File: src/rtl/pwm_pkg.sv
// pwm_pkg: shared constants for the 75 kHz PWM stage.
//   PWM_CNT_W     - default width of the tick counter and duty registers
//   PWM_PERIOD    - default number of ticks per PWM period
//   PWM_PERIOD_M1 - last counter value before the wrap
//   PWM_TICK_HZ   - rate of the divider output feeding the PWM carrier
//   PWM_CLK_HZ    - nominal system clock driving the divider
//   PWM_TICK_HALF_CLKS - clk cycles per half-period of the divider output
package pwm_pkg;

    localparam int PWM_CNT_W     = 8;
    localparam int PWM_PERIOD    = 200;
    localparam int PWM_PERIOD_M1 = PWM_PERIOD - 1;

    localparam int PWM_TICK_HZ        = 75_000;
    localparam int PWM_CLK_HZ         = 100_000_000;
    localparam int PWM_TICK_HALF_CLKS = (PWM_CLK_HZ + PWM_TICK_HZ) / (2 * PWM_TICK_HZ);

    // Last counter value for an arbitrary period length.
    function automatic int period_last(input int period);
        return period - 1;
    endfunction

endpackage

File: src/rtl/pwm_gen_75k_if.sv
// pwm_gen_75k_if: duty-update valid/ready channel.
//   duty_in    - requested high-time in ticks (producer -> PWM)
//   duty_valid - duty_in is valid (producer -> PWM)
//   duty_ready - PWM shadow register is free (PWM -> producer)
// master: the producer of duty values; slave: the PWM generator.
interface pwm_gen_75k_if
    import pwm_pkg::*;
#(
    parameter int CNT_W = PWM_CNT_W
);
    logic [CNT_W-1:0] duty_in;
    logic             duty_valid;
    logic             duty_ready;

    modport master (
        output duty_in,
        output duty_valid,
        input  duty_ready
    );

    modport slave (
        input  duty_in,
        input  duty_valid,
        output duty_ready
    );
endinterface

File: src/rtl/pwm_gen_75k_edge_tick.sv
// edge_tick: rising-edge detector for a clk-synchronous square wave.
//   clk     - system clock
//   rst     - asynchronous active-low reset
//   sig_in  - square wave, already synchronous to clk
//   tick    - high for exactly one clk after each rising edge of sig_in
//             (combinational from sig_in and the delayed copy)
module edge_tick (
    input  logic clk,
    input  logic rst,
    input  logic sig_in,
    output logic tick
);
    logic f_q;
    logic f_d;

    always_comb begin
        f_d = sig_in;
    end

    always_ff @(posedge clk or negedge rst) begin
        if (!rst) begin
            f_q <= 1'b0;
        end else begin
            f_q <= f_d;
        end
    end

    assign tick = sig_in & ~f_q;
endmodule

File: src/rtl/pwm_gen_75k.sv
// pwm_gen_75k: fixed-period PWM clocked by rising edges of the 75 kHz
// divider output. One PWM step equals one tick.
//   clk          - system clock (also clocks the divider)
//   rst          - asynchronous active-low reset
//   freq_in      - 75 kHz square wave, synchronous to clk
//   en           - level-sensitive enable; low parks the counter at the
//                  end of a period and forces the output low
//   duty_bus     - valid/ready channel carrying the next duty value
//   pwm_out      - registered gate drive
//   period_start - one-clk strobe on the edge where the counter wraps to 0
// New duty values sit in a shadow register and only reach the compare
// at a period boundary, so a period is never cut short or stretched.
module pwm_gen_75k
    import pwm_pkg::*;
#(
    parameter int CNT_W  = PWM_CNT_W,
    parameter int PERIOD = PWM_PERIOD
) (
    input  logic                 clk,
    input  logic                 rst,
    input  logic                 freq_in,
    input  logic                 en,
    pwm_gen_75k_if.slave         duty_bus,
    output logic                 pwm_out,
    output logic                 period_start
);
    localparam logic [CNT_W-1:0] PERIOD_M1 = CNT_W'(period_last(PERIOD));

    logic             tick;
    logic [CNT_W-1:0] cnt_q,      cnt_d;
    logic [CNT_W-1:0] duty_act_q, duty_act_d;
    logic [CNT_W-1:0] shadow_q,   shadow_d;
    logic             pending_q,  pending_d;
    logic             pwm_q,      pwm_d;
    logic             ps_q,       ps_d;

    logic             wrap;
    logic             accept;
    logic [CNT_W-1:0] cnt_next;
    logic [CNT_W-1:0] duty_next;

    edge_tick u_edge_tick (
        .clk    (clk),
        .rst    (rst),
        .sig_in (freq_in),
        .tick   (tick)
    );

    assign wrap      = (cnt_q == PERIOD_M1);
    assign cnt_next  = wrap ? '0 : cnt_q + 1'b1;
    // The compare at the wrap must already see the duty that is being
    // loaded, otherwise the first step of the new period uses the old one.
    assign duty_next = (wrap && pending_q) ? shadow_q : duty_act_q;
    assign accept    = duty_bus.duty_valid & ~pending_q;

    always_comb begin
        cnt_d      = cnt_q;
        duty_act_d = duty_act_q;
        shadow_d   = shadow_q;
        pending_d  = pending_q;
        pwm_d      = pwm_q;
        ps_d       = 1'b0;

        if (!en) begin
            // Parked at the last step so the first tick after enable wraps
            // and starts a clean period.
            cnt_d = PERIOD_M1;
            pwm_d = 1'b0;
            if (pending_q) begin
                duty_act_d = shadow_q;
                pending_d  = 1'b0;
            end
        end else if (tick) begin
            cnt_d = cnt_next;
            pwm_d = (cnt_next < duty_next);
            ps_d  = wrap;
            if (wrap && pending_q) begin
                duty_act_d = shadow_q;
                pending_d  = 1'b0;
            end
        end

        // Accept only happens with pending_q low, and loads above only
        // happen with pending_q high, so the two never collide. An accept
        // on a wrap edge therefore applies at the following wrap.
        if (accept) begin
            shadow_d  = duty_bus.duty_in;
            pending_d = 1'b1;
        end
    end

    always_ff @(posedge clk or negedge rst) begin
        if (!rst) begin
            cnt_q      <= PERIOD_M1;
            duty_act_q <= '0;
            shadow_q   <= '0;
            pending_q  <= 1'b0;
            pwm_q      <= 1'b0;
            ps_q       <= 1'b0;
        end else begin
            cnt_q      <= cnt_d;
            duty_act_q <= duty_act_d;
            shadow_q   <= shadow_d;
            pending_q  <= pending_d;
            pwm_q      <= pwm_d;
            ps_q       <= ps_d;
        end
    end

    assign duty_bus.duty_ready = ~pending_q;
    assign pwm_out             = pwm_q;
    assign period_start        = ps_q;
endmodule

File: src/flat_wrapper.sv
// flat-port wrapper written by rule: the top's interface ports become plain ports
module pwm_gen_75k_flat import pwm_pkg::*;
#(
    parameter int CNT_W  = PWM_CNT_W,
    parameter int PERIOD = PWM_PERIOD
)
  (clk, rst, freq_in, en, pwm_out, period_start, duty_bus_duty_in, duty_bus_duty_valid, duty_bus_duty_ready);
  pwm_gen_75k_if #(.CNT_W(CNT_W)) duty_bus_i ();
  input  logic clk;
  input  logic rst;
  input  logic freq_in;
  input  logic en;
  output logic pwm_out;
  output logic period_start;
  input wire logic [$bits(duty_bus_i.duty_in)-1:0] duty_bus_duty_in;
  input wire logic [$bits(duty_bus_i.duty_valid)-1:0] duty_bus_duty_valid;
  output wire logic [$bits(duty_bus_i.duty_ready)-1:0] duty_bus_duty_ready;
  assign duty_bus_i.duty_in = duty_bus_duty_in;
  assign duty_bus_i.duty_valid = duty_bus_duty_valid;
  assign duty_bus_duty_ready = duty_bus_i.duty_ready;
  pwm_gen_75k #(.CNT_W(CNT_W), .PERIOD(PERIOD)) u_core (.clk(clk), .rst(rst), .freq_in(freq_in), .en(en), .duty_bus(duty_bus_i), .pwm_out(pwm_out), .period_start(period_start));
endmodule
File: config.mk
export PLATFORM = sky130hd
export DESIGN_NAME = pwm_gen_75k_flat
export DESIGN_NICKNAME = d
export VERILOG_FILES = /design/src/rtl/pwm_pkg.sv /design/src/rtl/pwm_gen_75k_if.sv /design/src/rtl/pwm_gen_75k_edge_tick.sv /design/src/rtl/pwm_gen_75k.sv /design/src/flat_wrapper.sv
export SDC_FILE = /design/constraint.sdc
export NUM_CORES = 1
export LEC_CHECK = 0
export CORE_AREA = 2 2 54 56
export CTS_BUF_LIST = sky130_fd_sc_hd__clkbuf_8
export DETAILED_ROUTE_END_ITERATION = 8
export DIE_AREA = 0 0 56 58
export HOLD_SLACK_MARGIN = 0.1
export PLACE_DENSITY_LB_ADDON = 0.3
export SLEW_MARGIN = 10
export SYNTH_ARGS = -nofsm -noshare
export SYNTH_HDL_FRONTEND = slang
export SYNTH_HIERARCHICAL = 1
export SYNTH_SLANG_ARGS = --single-unit
File: constraint.sdc
create_clock -name clk -period 8.4 [get_ports clk]
set_input_delay 2.52 -clock clk [delete_from_list [all_inputs] [get_ports clk]]
set_output_delay 2.52 -clock clk [all_outputs]
set_load 0.01 [all_outputs]
==> run_results.csv, run 1 <==
group,metric,value,unit
setup_path,arrival,4.32,ns
power,p_sw_frac,0.314,
power,internal_power,269,uW
synth,synth.distinct_cells,41,
power,p_per_area,222,mW/mm2
setup_path,ff2ff_path_depth,8,
timing,clock_skew,0.00728,ns
clock_tree,cts_buffers,3,
setup_path,start_kind,"primary input",
place,dp_slack,3.95,ns
place,place.gp.congestion,0.852,
synth,synth_edf_count,0,
power,power.leakage,0.000774,uW
power,p_switching,123,uW
setup_path,critPathKind,"in2reg",
finish,drive_gt1_frac,0.161,
timing,setup_slack,4.24,ns
power,p_comb_frac,0.331,
place,dp_hpwl,2.04,mm
finish,area_delta_synth_final,13.5,%
floorplanning,row_count,19,
floorplanning,ios,16,
clock_tree,post_cts_resized,0,
timing,period_minus_slack,4.16,ns
outcome,status,"finished clean",
setup_path,cp_max_fo,13,
drt,drtIter0Drc,14,
global_route,gr-usage-all-layers,0.193,
floorplanning,fp.dieH,58,um
job,drv_cap,0,
setup_path,crit_path_start,"freq_in",
timing,post-route-period-util,0.495,
clock_tree,cts_buffer_depth,2,
synth,async_flop_share,1.00,
synth,synth_seq_area_share,0.455,
setup_path,rrSetupSlack,5.47,ns
place,port_buffers,15,
synth,syn_nets,156,
synth,mappedNetlistArea,0.00156,mm2
synth,synth-seq-cells,28,
clock_tree,cts_sinks,28,
floorplanning,die_area,0.00325,mm2
power,pwr-share-clk,0.185,
floorplanning,start_util,0.584,
power,peakVddDrop,0.146,mV
setup_path,r2r-start,"u_core/cnt_q[7]",
setup_path,critical_path_required,8.56,ns
finish,antenna_cells,0,
synth,ys.flop_type,"dfrtp_1",
timing,slew_headroom,0.489,
global_route,grt_max_degree,29,
floorplanning,coreArea,0.00266,mm2
timing,max_freq,0.240,GHz
setup_path,timing.critical_path.to,"u_core/duty_act_q[4]",
drt,vias,1019,
clock_tree,post_cts_buffers,0,
timing,fin_tns_setup,0,ns
power,pwr-share-seq,0.484,
drt,viasPerCell,5.66,
clock_tree,htreeDepth,1,
clock_tree,cts_tree,"built",
timing,finalSetupViolCount,0,
clock_tree,clock_tree.root_cell,"clkbuf_8",
timing,hold_viol,0,
clock_tree,clkTransAtPathRegs,0.09,ns
timing,worst_slew_pin_slew,0.764,ns
timing,grt_setup_unrepaired,"no",
synth,synth_cells,135,
clock_tree,clk_latency,0.28,ns
setup_path,end_kind,"register",
clock_tree,cts_hold_buf,0,
timing,report.final.slew_viol_count,0,
drt,ant_nets,0,
finish,nNetsFinal,171,
global_route,antenna_found_initial,0,
synth,syn_avg_cell_area,11.5,um2
global_route,grt_pass1_vias,1081,
drt,wirelength,2.74,mm
min_path,hp-class,"reg2reg",
synth,yosysWarnings,6,
drt,routedWlPerCell,15.2,um
setup_path,rr_endpoint,"u_core/pwm_out",
floorplanning,die_w,56,um
global_route,grt_pass1_wl,4.84,mm
drt,drc,0,
drt,first_pass_iters,4,
global_route,grt-ovfl-total,0,
metrics by stage:
step / hold WS (ns) / std cells / util / instance area, um2 / total power, uW
after CTS: 0.501 / 180 / 0.663 / 1770 / 399
after detailed placement: 0.480 / 176 / 0.646 / 1720 / 324
after floorplan: 0.464 / 135 / - / 1560 / 287
after global placement: 0.472 / 176 / 0.646 / 1720 / 316
final: 0.494 / 180 / 0.663 / 1770 / 392
after global routing: 0.526 / 180 / 0.663 / 1770 / 423
routing by layer:
metal  GRT usage  up-vias  part of all wire
li1            -      513                 -
met1       0.244      490              0.45
met2       0.339       11              0.51
met3      0.0290        5             0.024
met4      0.0714        0             0.016
met5           0        -                 0
cells in the mapped netlist (2+ instances only):
cell type  number  share of area
and3b_1         2          0.011
inv_1           5          0.012
dfrtp_1        23           0.37
and3_1          3          0.012
nand2_1         9          0.022
nor2_1          6          0.014
nand4_1         3          0.012
mux2_2          8          0.058
xnor2_1         5          0.028
dfstp_2         5          0.084
and2_1          2         0.0080
or2_1           2         0.0080
ha_1            8          0.064
mux2_1          8          0.058
xor2_1          2          0.011
nand3_1         5          0.016
clkbuf_1        3         0.0072
mux2i_1         9          0.058
o21ai_0         2         0.0064
a21oi_1         4          0.013
cell families (layout without fill, tap and decap cells):
group	after synthesis	in the layout	share of synthesized area
compound gates	18	18	0.0917
xor+xnor	7	7	0.0394
fa+ha+maj	8	8	0.0644
buf+inv	11	25	0.0322
flops	28	28	0.455
mux	25	25	0.174
simple gates	38	38	0.144
cell type report:
type | count | area, um2
multi-input cells | 96 | 798
clock buffers | 3 | 41.3
clock inverters | 1 | 3.75
inverters | 5 | 18.8
repair buffers | 16 | 158
well taps | 31 | 38.8
fillers | 215 | 897
flip-flops and latches | 28 | 707
worst min path at each step:
stage                               from                    to  slack [ns]  cells after the start
floorplan           u_core/duty_act_q[1]  u_core/duty_act_q[1]        0.46                      1
global placement    u_core/duty_act_q[2]  u_core/duty_act_q[2]        0.47                      1
detailed placement  u_core/duty_act_q[2]  u_core/duty_act_q[2]        0.48                      1
CTS                 u_core/duty_act_q[2]  u_core/duty_act_q[2]        0.50                      1
global route        u_core/duty_act_q[7]  u_core/duty_act_q[7]        0.53                      1
finish              u_core/duty_act_q[2]  u_core/duty_act_q[2]        0.49                      1
cells in the final DEF, fill, tap and decap left out, drive strengths merged, types with 2 or more instances in the layout:
cell type,synthesis,layout
nand3,5,5
ha,8,8
dfstp,5,5
nor2,6,6
inv,5,6
a21oi,4,4
or2,2,2
mux2,16,16
nand2,10,10
xor2,2,2
clkdlybuf4s50,0,15
clkbuf,3,3
xnor2,5,5
mux2i,9,9
nor2b,2,2
and2,2,2
and3b,2,2
dfrtp,23,23
o21ai,2,2
nand4,3,3
and3,3,3
power by group through the flow:
stage          Clock, uW  Combinational (uW)  Sequential (uW)
6_report            72.4                 130              190
4_1_cts             75.8                 133              190
2_1_floorplan          0                 100              186
5_1_grt             80.0                 148              196
3_5_place_dp           0                 131              193
3_3_place_gp           0                 125              191
critical path, cell delays in order:
cell and delay (ns):
clkdlybuf4s50_1 0.48, nor2b_4 0.31, inv_1 0.14, o31ai_2 0.32
nand2_2 0.20, mux2_1 0.35
sequential cells by signal, indices dropped and copies added, names as in the netlist:
signal                  cells
u_core/pending_q            1
u_core/duty_act_q           8
u_core/pwm_out              1
u_core/u_edge_tick/f_q      1
u_core/period_start         1
u_core/cnt_q                8
u_core/shadow_q             8
(Power assumes the default switching activity.)
==> run 2, diff against run 1 <==
--- a/config.mk
+++ b/config.mk
@@ -5,10 +5,10 @@
 export SDC_FILE = /design/constraint.sdc
 export NUM_CORES = 1
 export LEC_CHECK = 0
-export CORE_AREA = 2 2 54 56
+export CORE_AREA = 2 2 58 60
 export CTS_BUF_LIST = sky130_fd_sc_hd__clkbuf_8
 export DETAILED_ROUTE_END_ITERATION = 8
-export DIE_AREA = 0 0 56 58
+export DIE_AREA = 0 0 60 62
 export HOLD_SLACK_MARGIN = 0.1
 export PLACE_DENSITY_LB_ADDON = 0.3
 export SLEW_MARGIN = 10
==> constraint.sdc (replaced) <==
create_clock -name clk -period 3.8 [get_ports clk]
set_input_delay 1.14 -clock clk [delete_from_list [all_inputs] [get_ports clk]]
set_output_delay 1.14 -clock clk [all_outputs]
set_load 0.01 [all_outputs]
==> run 2 against run 1 <==
Total power grew 140%. Sequential share of layout area shrank 1.0 points. Cell area grew 2.6%. Critical path type is now reg2reg. Largest power group unchanged.
==> run_results.csv, run 2 (same netlist as run 1, synthesis figures left out) <==
group,metric,value,unit
finish,reg.largest.list,"u_core/cnt_q (8), u_core/duty_act_q (8), u_core/shadow_q (8)",
place,dp_slack,0.720,ns
timing,worst_slew_pin_slew,0.794,ns
timing,grt_setup_unrepaired,"no",
clock_tree,clkTransAtPathRegs,0.10,ns
min_path,holdPathEnd,"u_core/duty_act_q[4]",
global_route,gr-usage-all-layers,0.172,
floorplanning,coreArea,0.00318,mm2
power,power.leakage,0.000783,uW
global_route,grt-ovfl-total,0,
global_route,grt_max_degree,29,
clock_tree,cts_buffer_depth,2,
clock_tree,clk_latency,0.27,ns
min_path,whs_path_depth,1,
timing,period_minus_slack,2.95,ns
drt,vias,1023,
finish,antenna_cells,0,
finish,drive_gt1_frac,0.168,
clock_tree,htreeDepth,1,
setup_path,start_kind,"register",
finish,final_cell_mix,"dfrtp_1 (23), clkdlybuf4s50_1 (15), mux2i_1 (9), nand2_1 (9)",
power,p_per_area,520,mW/mm2
setup_path,rr_endpoint,"u_core/pwm_out",
setup_path,rrSetupSlack,0.85,ns
drt,ant_nets,0,
drt,drc,0,
drt,viasPerCell,5.25,
timing,hold_viol,0,
setup_path,cp_max_fo,9,
power,peakVddDrop,0.250,mV
place,place.gp.congestion,0.818,
clock_tree,cts_buffers,3,
global_route,grt_pass1_wl,4.78,mm
timing,max_freq,0.339,GHz
setup_path,r2r-start,"u_core/cnt_q[3]",
min_path,hp-class,"reg2reg",
floorplanning,fp.dieH,62,um
clock_tree,post_cts_buffers,0,
drt,drtIter0Drc,36,
finish,area_delta_synth_final,16.4,%
setup_path,critical_path_required,3.97,ns
place,port_buffers,15,
min_path,hold_path.startpoint,"u_core/duty_act_q[4]",
place,dp_hpwl,2.09,mm
finish,final_common_cell,"dfrtp_1",
clock_tree,cts_sinks,28,
timing,clock_skew,0.00886,ns
timing,slew_headroom,0.470,
timing,finalSetupViolCount,0,
drt,routedWlPerCell,14.3,um
floorplanning,die_area,0.00372,mm2
setup_path,arrival,3.12,ns
setup_path,end_kind,"register",
floorplanning,die_w,60,um
clock_tree,cts_hold_buf,0,
global_route,antenna_found_initial,0,
timing,fin_tns_setup,0,ns
drt,wirelength,2.79,mm
drt,first_pass_iters,3,
timing,setup_slack,0.852,ns
setup_path,critPathKind,"reg2reg",
timing,report.final.slew_viol_count,0,
clock_tree,cts_tree,"built",
timing,post-route-period-util,0.776,
finish,nNetsFinal,171,
floorplanning,ios,16,
floorplanning,row_count,21,
outcome,status,"finished clean",
global_route,grt_pass1_vias,1057,
clock_tree,post_cts_resized,0,
clock_tree,clock_tree.root_cell,"clkbuf_8",
job,drv_cap,0,
setup_path,ff2ff_path_depth,8,
floorplanning,start_util,0.489,
==> run 2: worst max path at each step <==
stage / from / end / slack, ns / depth (start not counted)
floorplan: u_core/cnt_q[3] / u_core/pwm_out / 1.13 / 9
global placement: freq_in / u_core/duty_act_q[4] / 0.78 / 6
detailed placement: freq_in / u_core/duty_act_q[7] / 0.72 / 6
CTS: u_core/cnt_q[3] / u_core/pwm_out / 0.81 / 8
global route: u_core/cnt_q[3] / u_core/pwm_out / 0.67 / 8
finish: u_core/cnt_q[3] / u_core/pwm_out / 0.85 / 8
==> run 2: layout make-up <==
class	count	area, um2
Sequential cell	28	707
Clock inverter	1	30.0
Clock buffer	3	41.3
Fill cell	274	1370
Inverter	5	18.8
Timing Repair Buffer	16	158
Multi-Input combinational cell	96	798
Tap cell	46	57.6
==> run 2: through the flow <==
stage / hold slack (ns) / instance area, um2 / cells / utilization / power, uW
2_1_floorplan: 0.464 / 1560 / 135 / - / 634
3_3_place_gp: 0.473 / 1740 / 191 / 0.547 / 701
3_5_place_dp: 0.481 / 1740 / 191 / 0.547 / 717
4_1_cts: 0.502 / 1810 / 195 / 0.569 / 952
5_1_grt: 0.515 / 1810 / 195 / 0.569 / 1010
6_report: 0.497 / 1810 / 195 / 0.569 / 942
==> run 2: report_power, final <==
group          leakage [uW]  internal, uW  switching (uW)
Clock             0.0000357           141            90.9
Sequential         0.000332           375            45.2
Combinational      0.000415           148             142
Total              0.000783           664             278
==> run 2: worst max-delay path, stage by stage (launching register included) <==
cell	delay, ns
dfrtp_1	0.48
or4b_4	0.62
nor3_4	0.49
mux2i_1	0.18
ha_1	0.35
nand4_1	0.14
nor2_1	0.11
o2111ai_1	0.13
o32a_1	0.34
==> run 2: routing by layer <==
layer / track usage / vias to the layer above / part of all wire / wire length [um]
met3: 0.0311 / 4 / 0.024 / 67
met4: 0.0540 / 0 / 0.0083 / 23
met1: 0.220 / 493 / 0.48 / 1330
li1: - / 514 / - / -
met5: 0 / - / 0 / 0
met2: 0.297 / 12 / 0.49 / 1360
